### src/rtl/comm_frame_gate.sv
// Receive front-end gate: finds a burst by sliding-window energy, drops the
// preamble and cyclic prefixes, and forwards NSYM payload symbols of 64 samples.
`timescale 1ns/1ps

module comm_frame_gate #(
  parameter int unsigned THRESH   = 400,
  parameter int unsigned PRE_LEN  = 64,
  parameter int unsigned CP_LEN   = 16,
  parameter int unsigned NSYM     = 8,
  parameter int unsigned HOLD_LEN = 32
) (
  input  logic       CLK,
  input  logic       RST,
  input  logic [7:0] adc1_i,
  input  logic [7:0] adc2_i,
  input  logic       adc_strobe,
  output logic [7:0] ad1,
  output logic [7:0] ad2,
  output logic       ad_valid,
  output logic       frame_start,
  output logic       busy,
  output logic [7:0] sym_idx
);

  localparam int unsigned DW      = 8;
  localparam int unsigned MAG_W   = 9;
  localparam int unsigned SUM_W   = 13;
  localparam int unsigned WIN_LEN = 16;
  localparam int unsigned SYM_LEN = 64;
  localparam int unsigned HIST_W  = WIN_LEN * MAG_W;

  typedef enum logic [2:0] {
    S_IDLE,
    S_PRE,
    S_CP,
    S_SYM,
    S_HOLD
  } state_t;

  state_t            r_state;
  state_t            w_state_nxt;
  logic [DW-1:0]     r_cnt;
  logic [DW-1:0]     w_cnt_nxt;
  logic [DW-1:0]     w_cnt_inc;
  logic [DW-1:0]     r_sym_idx;
  logic [DW-1:0]     w_sym_nxt;
  logic [DW-1:0]     r_ad1;
  logic [DW-1:0]     r_ad2;
  logic [DW-1:0]     w_ad1_nxt;
  logic [DW-1:0]     w_ad2_nxt;
  logic              r_valid;
  logic              w_valid_nxt;
  logic              r_fs;
  logic              w_fs_nxt;
  logic              r_busy;

  logic [HIST_W-1:0] r_hist;
  logic [SUM_W-1:0]  r_sum;
  logic [SUM_W-1:0]  w_sum_upd;
  logic [DW-1:0]     w_mag_i;
  logic [DW-1:0]     w_mag_q;
  logic [MAG_W-1:0]  w_mag;
  logic [MAG_W-1:0]  w_oldest;
  logic              w_trig;

  // Offset-binary magnitude |x-128|; 0 maps to 128, which still fits 8 bits.
  assign w_mag_i   = (adc1_i >= 8'd128) ? (adc1_i - 8'd128) : (8'd128 - adc1_i);
  assign w_mag_q   = (adc2_i >= 8'd128) ? (adc2_i - 8'd128) : (8'd128 - adc2_i);
  assign w_mag     = MAG_W'(w_mag_i) + MAG_W'(w_mag_q);
  assign w_oldest  = r_hist[HIST_W-1 -: MAG_W];
  assign w_sum_upd = r_sum + SUM_W'(w_mag) - SUM_W'(w_oldest);
  assign w_trig    = adc_strobe && (w_sum_upd >= SUM_W'(THRESH));
  assign w_cnt_inc = r_cnt + 8'd1;

  // Energy window advances on every strobe regardless of state.
  always_ff @(posedge CLK or posedge RST) begin
    if (RST) begin
      r_hist <= '0;
      r_sum  <= '0;
    end else if (adc_strobe) begin
      r_hist <= {r_hist[HIST_W-MAG_W-1:0], w_mag};
      r_sum  <= w_sum_upd;
    end
  end

  always_ff @(posedge CLK or posedge RST) begin
    if (RST) begin
      r_state   <= S_IDLE;
      r_cnt     <= '0;
      r_sym_idx <= '0;
      r_ad1     <= 8'd128;
      r_ad2     <= 8'd128;
      r_valid   <= 1'b0;
      r_fs      <= 1'b0;
      r_busy    <= 1'b0;
    end else begin
      r_state   <= w_state_nxt;
      r_cnt     <= w_cnt_nxt;
      r_sym_idx <= w_sym_nxt;
      r_ad1     <= w_ad1_nxt;
      r_ad2     <= w_ad2_nxt;
      r_valid   <= w_valid_nxt;
      r_fs      <= w_fs_nxt;
      r_busy    <= (w_state_nxt != S_IDLE);
    end
  end

  always_comb begin
    w_state_nxt = r_state;
    w_cnt_nxt   = r_cnt;
    w_sym_nxt   = r_sym_idx;
    w_ad1_nxt   = r_ad1;
    w_ad2_nxt   = r_ad2;
    w_valid_nxt = 1'b0;
    w_fs_nxt    = 1'b0;
    case (r_state)
      S_IDLE: begin
        if (w_trig) begin
          w_fs_nxt = 1'b1;
          // The trigger sample is the first preamble sample.
          if (PRE_LEN <= 1) begin
            w_state_nxt = S_CP;
            w_cnt_nxt   = '0;
          end else begin
            w_state_nxt = S_PRE;
            w_cnt_nxt   = 8'd1;
          end
        end
      end
      S_PRE: begin
        if (adc_strobe) begin
          if (w_cnt_inc == 8'(PRE_LEN)) begin
            w_state_nxt = S_CP;
            w_cnt_nxt   = '0;
          end else begin
            w_cnt_nxt = w_cnt_inc;
          end
        end
      end
      S_CP: begin
        if (adc_strobe) begin
          if (w_cnt_inc == 8'(CP_LEN)) begin
            w_state_nxt = S_SYM;
            w_cnt_nxt   = '0;
          end else begin
            w_cnt_nxt = w_cnt_inc;
          end
        end
      end
      S_SYM: begin
        if (adc_strobe) begin
          w_valid_nxt = 1'b1;
          w_ad1_nxt   = adc1_i;
          w_ad2_nxt   = adc2_i;
          if (w_cnt_inc == 8'(SYM_LEN)) begin
            w_cnt_nxt = '0;
            if (r_sym_idx == 8'(NSYM - 1)) begin
              w_state_nxt = S_HOLD;
              w_sym_nxt   = '0;
            end else begin
              w_state_nxt = S_CP;
              w_sym_nxt   = r_sym_idx + 8'd1;
            end
          end else begin
            w_cnt_nxt = w_cnt_inc;
          end
        end
      end
      S_HOLD: begin
        if (HOLD_LEN == 0) begin
          w_state_nxt = S_IDLE;
          w_cnt_nxt   = '0;
        end else if (adc_strobe) begin
          if (w_cnt_inc == 8'(HOLD_LEN)) begin
            w_state_nxt = S_IDLE;
            w_cnt_nxt   = '0;
          end else begin
            w_cnt_nxt = w_cnt_inc;
          end
        end
      end
      default: begin
        w_state_nxt = S_IDLE;
        w_cnt_nxt   = '0;
      end
    endcase
  end

  assign ad1         = r_ad1;
  assign ad2         = r_ad2;
  assign ad_valid    = r_valid;
  assign frame_start = r_fs;
  assign busy        = r_busy;
  assign sym_idx     = r_sym_idx;

endmodule

### config.mk
export PLATFORM = sky130hd
export DESIGN_NAME = comm_frame_gate
export DESIGN_NICKNAME = d
export VERILOG_FILES = /design/src/rtl/comm_frame_gate.sv
export SDC_FILE = /design/constraint.sdc
export NUM_CORES = 1
export LEC_CHECK = 0
export CAP_MARGIN = 15
export CORE_AREA = 2 2 134 136
export DETAILED_ROUTE_END_ITERATION = 10
export DIE_AREA = 0 0 136 138
export GPL_ROUTABILITY_DRIVEN = 0
export PLACE_DENSITY = 0.76
export SLEW_MARGIN = 0
export SYNTH_ARGS = -nofsm -noshare
export SYNTH_HDL_FRONTEND = slang
export SYNTH_SLANG_ARGS = --single-unit
### constraint.sdc
create_clock -name CLK -period 7 [get_ports CLK]
set_clock_uncertainty 0.1 [all_clocks]
set_input_delay 1.4 -clock CLK [delete_from_list [all_inputs] [get_ports CLK]]
set_output_delay 1.4 -clock CLK [all_outputs]
set_load 0.05 [all_outputs]
# ---- After elaboration in Yosys (flattened, before gate mapping)
# Index checks and enable logic that the tools add are counted.
dict set report totals {
  ff_bits 195
  inputBits 19
  elab_cells 67
}
dict set report op_classes {
  n_addsub 9
  n_lt_le_gt_ge 3
  n_eq_ne 12
  n_mux 26
  n_reduce_logical 7
}
# cell n
set ops {}
lappend ops {{8-bit 2-to-1 mux} 10}
lappend ops {{8-bit case mux with 4 select lines} 1}
lappend ops {{3-bit 2-to-1 mux} 10}
lappend ops {{8-bit by 1-bit adder with 8-bit output (second input constant)} 2}
lappend ops {{8-bit >= comparator (second input constant)} 2}
lappend ops {{8-bit subtractor (first input constant)} 2}
lappend ops {{8-bit subtractor (second input constant)} 2}
lappend ops {{3-bit case mux with 5 select lines} 1}
lappend ops {{13-bit by 9-bit adder with 13-bit output} 1}
lappend ops {{13-bit by 9-bit >= comparator with 1-bit output (second input constant)} 1}
lappend ops {{13-bit by 9-bit subtractor with 13-bit output} 1}
lappend ops {{8-bit by 8-bit adder with 9-bit output} 1}
lappend ops {{8-bit by 3-bit == test with 1-bit output (second input constant)} 1}
lappend ops {{8-bit by 5-bit == test with 1-bit output (second input constant)} 1}
lappend ops {{8-bit by 6-bit == test with 1-bit output (second input constant)} 1}
lappend ops {{8-bit by 7-bit == test with 1-bit output (second input constant)} 1}
lappend ops {{3-bit by 2-bit == test with 1-bit output (second input constant)} 2}
lappend ops {{2-bit != test (second input constant)} 3}
lappend ops {{1-bit 2-to-1 mux} 4}
lappend ops {{4-bit AND reduction} 1}
lappend ops {{3-bit by 1-bit == test with 1-bit output (second input constant)} 1}
lappend ops {{3-bit == test (second input constant)} 1}
lappend ops {{3-bit zero test} 1}
lappend ops {{3-bit AND reduction} 1}
lappend ops {{other kinds (5)} 5}

# ---- Longest topological paths before layout
dict set report depth {
  depth_word 10
  mapped_depth 24
  mapped_depth_nobuf 23
}

# ---- Least setup slack after synthesis
# No wires, ideal clock.
dict set report synth_timing {
  path_type {input port to flip-flop}
  start {input adc1_i[7]}
  end {register r_cnt[1]}
  arrival_ns 5.897
  required_time_ns 6.772
  slack_ns 0.876
  path_stages 23
  path_cell_list {clkbuf_1 > mux2_2 > ha_1 > a21o_1 > a21oi_1 > o21bai_1 > a21oi_1 > o21bai_1 > a21oi_1 > xor2_1 > fa_1 > inv_1 > ha_1 > and4_4 > buf_6 > a2111oi_2 > a21bo_1 > o311ai_0 > nor2_1 > and4b_1 > buf_6 > a21oi_4 > mux2_1}
}
dict set report synth_between {
  elab_chain_len 9
  word_cells_on_any_way 11
  cone_classes {add/sub: 5; order compare: 2; eq/ne: 1; mux: 1; reduce/logical: 2}
}
# element line_no
set synth_rtl {}
lappend synth_rtl {{start: declaration} 14} ;# input logic [7:0] adc1_i,
lappend synth_rtl {{8-bit subtractor / 8-bit >= comparator (equally long branches)} 67} ;# assign w_mag_i = (adc1_i >= 8'd128) ? (adc1_i - 8'd128) : (8'd128 - adc1_i);
lappend synth_rtl {{8-bit 2-to-1 mux *} 67}
lappend synth_rtl {{8-bit by 8-bit adder with 9-bit output *} 69} ;# assign w_mag = MAG_W'(w_mag_i) + MAG_W'(w_mag_q);
lappend synth_rtl {{13-bit by 9-bit adder with 13-bit output *} 71} ;# assign w_sum_upd = r_sum + SUM_W'(w_mag) - SUM_W'(w_oldest);
lappend synth_rtl {{13-bit by 9-bit subtractor with 13-bit output *} 71}
lappend synth_rtl {{13-bit by 9-bit >= comparator with 1-bit output *} 72} ;# assign w_trig = adc_strobe && (w_sum_upd >= SUM_W'(THRESH));
lappend synth_rtl {{1-bit logical AND *} 72}
lappend synth_rtl {{2-bit != test (no line) *} -}
lappend synth_rtl {{4-bit AND reduction (no line) *} -}
lappend synth_rtl {{end signal: assignment} 98} ;# r_cnt <= w_cnt_nxt;
lappend synth_rtl {{end: declaration} 42} ;# logic [DW-1:0] r_cnt;
# Mark *: on every way between the ends. The rest lies on a longest branch, timed or not.
# A chain may end at the register's enable or synchronous reset.

# ---- Final worst setup path
dict set report layout_timing {
  start {input adc2_i[0]}
  end {register r_cnt[1]}
}
dict set report layout_between {
  elab_chain_len 9
  word_cells_on_any_way 11
  cone_classes {add/sub: 5; order compare: 2; eq/ne: 1; mux: 1; reduce/logical: 2}
}
# element line_no
set layout_rtl {}
lappend layout_rtl {{start: declaration} 15} ;# input logic [7:0] adc2_i,
lappend layout_rtl {{8-bit subtractor / 8-bit >= comparator (equally long branches)} 68} ;# assign w_mag_q = (adc2_i >= 8'd128) ? (adc2_i - 8'd128) : (8'd128 - adc2_i);
lappend layout_rtl {{8-bit 2-to-1 mux *} 68}
lappend layout_rtl {{8-bit by 8-bit adder with 9-bit output *} 69}
lappend layout_rtl {{13-bit by 9-bit adder with 13-bit output *} 71}
lappend layout_rtl {{13-bit by 9-bit subtractor with 13-bit output *} 71}
lappend layout_rtl {{13-bit by 9-bit >= comparator with 1-bit output *} 72}
lappend layout_rtl {{1-bit logical AND *} 72}
lappend layout_rtl {{2-bit != test (no line) *} -}
lappend layout_rtl {{4-bit AND reduction (no line) *} -}
# Marked as above.

==> reports/qor.txt <==
status: complete, no violations
DR vias/cell: 5.48
Avg Cell Area, Syn: 11.6 sq um
final wirelength: 16000 um
antenna fix cells: 0
die footprint: 18800 sq um
number of top-level pins: 46
Final Hold Vio Count: 0
Cells after DPL: 1047
max_cap viols: 0
largest net degree at the start of global routing: 145
Area Overhead vs Synth: 13.4%
hold depth: 2
Max-slew headroom: 36.9%
Hold Crit Start: ad1[7]$_DFFE_PP1P_
WHS: 0.359 ns
HP Class: reg -> reg
Critical Path Sink Type: register
DIE HEIGHT: 138 um
post_cts resized: 0
port bufs: 45
most common cell in the netlist: dfrtp_1
Leakage: 4.90 nW
first-pass GRT wire length: 27900 um
most common library cells after synthesis: dfrtp_1, mux2_2, nand2_1, inv_1, o21ai_0
Synth Net Count: 861
DRC: 0
Critical Path, Cell by Cell: clkdlybuf4s50_1 -> inv_1 -> ha_1 -> mux2_2 -> ha_1 -> a21o_1 -> a21oi_1 -> o21bai_1 -> a21oi_1 -> o21bai_1 -> a21oi_1 -> xor2_1 -> fa_1 -> inv_1 -> ha_1 -> and4_4 -> a2111oi_2 -> a21bo_1 -> o311ai_0 -> nor2_1 -> and4b_1 -> a21oi_4 -> mux2_1
unique cell type count in the Yosys netlist: 64
GR Util All Layers: 18.3%
Final setup viols: 0
Layout Cells excl Fill: 1079
top_reg_cell synth: dfrtp_1
initial antenna violation count: 0
Overall Power: 5.63 mW
share of the yosys chip area belonging to registers: 52.1%
post-route ant nets: 0
Seq cells post-synth: 195
CP max stage delay: 0.51 ns
final worst path period share: 92.8%
CP Launch Point: adc2_i[0]
Initial Utilization: 53.4%
DPL Wire Length: 10700 um
Worst Tran Pin Value: 0.947 ns
drt pass-1 iters: 4
Peak VDD IR: 377 uV
Final #Nets: 892
cell with the largest stage delay on the worst path: clkdlybuf4s50_1
via count: 5916
synthesized area: 9370 sq um
Detailed Route Iter0 Violations: 358
Final min period: 6.50 ns
clk slew on worst S/H paths: 0.08 ns
Root Driver: clkbuf_16
fraction of registers with async set/reset: 100%
postcts setup bufs: 0
H-tree levels: 4
CP startpoint kind: primary input
Mapped Cells: 806
std cell rows: 49
routed len/inst: 14.8 um
fraction of final layout cells with drive strength greater than 1: 22.6%
Crit Path Max Fanout: 9
CTS Buffer Depth: 2
setup tns final: 0 ns
Highest Clock Rate: 0.154 GHz
largest cells by area after synthesis: dfrtp_1, mux2_2, ha_1
unrepaired setup endpoints after global routing: false
GRT overflow: 0
yosys warns: 0
vias in the first global route: 5934
largest area contributor in the netlist: dfrtp_1
Die Wd: 136 um
Synth top area share: 51.6%
CTS buffer count: 17
Crit Path Class: in -> reg
Reg2Reg Depth: 10
worst endpoint data arrival time: 6.72 ns
clock insertion delay at the later pin of the skew report: 0.44 ns
RR Startpoint: r_hist[136]$_DFFE_PP0P_
Cell Pwr Density: 530 nW/um^2
cts-stage hold buffer count: 0
max-slew violations: 0
EDFF count, synth: 0
Sink Count: 195
CP Data Required Time: 7.22 ns
CTS tree: done
Core Box Area: 17500 sq um
[layout by cell type (no fill, tap or decap), types with 3 or more instances in the layout]
master,n
mux2i_1,4
and2_1,4
a31oi_1,5
fa_1,10
o21ai_0,42
nand2_1,69
nor2_1,37
o21bai_1,4
dfrtp_1,193
a21o_1,8
or3_1,3
nor3_1,13
a21oi_1,29
nand3_1,8
o31ai_1,3
mux2_2,141
clkdlybuf4s50_1,44
ha_1,26
nor3b_1,3
and3_1,6
nand4_1,7
inv_8,5
nor2b_1,4
buf_4,7
xor2_1,15
o22ai_1,6
clkinv_8,3
clkbuf_16,17
and4_1,3
a211oi_1,4
xnor2_1,16
a41oi_1,3
inv_1,57
a211o_1,3
clkinv_4,3
[layout make-up]
cell class | count | area [sq um]
Fill cell | 1398 | 6910
Inverter | 59 | 229
Clock inverter | 13 | 189
Sequential cell | 195 | 4880
Timing Repair Buffer | 52 | 504
Clock buffer | 19 | 453
Tap cell | 229 | 287
Multi-Input combinational cell | 512 | 4080
[per-layer routing]
layer	up-vias	track usage, %	routed length [um]
met3	36	4.22	599
li1	2859	-	-
met5	-	0	0
met4	0	8.00	395
met1	2894	25.7	7690
met2	127	27.5	7320
[logic make-up after synthesis]
kind of cell,share of synthesized area [%]
xor+xnor,2.90
mux,17.5
fa+ha+maj,5.61
buf+inv,4.35
flops,52.1
compound gates,9.07
simple gates,8.45
[final timing paths]
| path | endpoint | slack [ns] |
|---|---|---|
| setup / recovery | r_cnt[1]$_DFFE_PP0P_ | 0.50 |
| hold / removal | ad1[7]$_DFFE_PP1P_ | 0.36 |
| setup reg to reg | busy$_DFF_PP0_ | 3.11 |
| hold reg to reg | ad1[7]$_DFFE_PP1P_ | 0.36 |
| max in group asynchronous | r_hist[122]$_DFFE_PP0P_ | 4.09 |
| min in group asynchronous | r_hist[45]$_DFFE_PP0P_ | 1.48 |
[where the power goes]
| part | total, mW | switching [mW] | internal (mW) |
|---|---|---|---|
| Clock | 1.03 | 0.462 | 0.567 |
| Combinational | 2.72 | 1.54 | 1.18 |
| Sequential | 1.88 | 0.268 | 1.61 |
[metrics by stage]
stage	worst slack [ns]	cell area, sq um	util, %
3_5_place_dp	0.109	9980	56.9
5_1_grt	0.171	10600	60.6
4_1_cts	0.547	10600	60.6
6_report	0.501	10600	60.6
2_1_floorplan	0.191	9370	-
3_3_place_gp	0.216	9980	56.9
[state kept, by name, indices dropped and copies added (netlist names)]
signal / cells
r_hist: 144
busy: 1
ad_valid: 1
r_sum: 13
sym_idx: 8
frame_start: 1
ad2: 8
r_state: 3
ad1: 8
r_cnt: 8
[critical path: cells and delay by family]
family                   cells  cell delay (ns)
AO/OA/AOI/OAI               10             1.83
multiplexers                 2             0.63
AND/OR/NAND/NOR              3             0.67
adder cells (fa/ha/maj)      4             1.30
buffers and inverters        3             0.67
XOR/XNOR                     1             0.23
(Power assumes the default switching activity.)
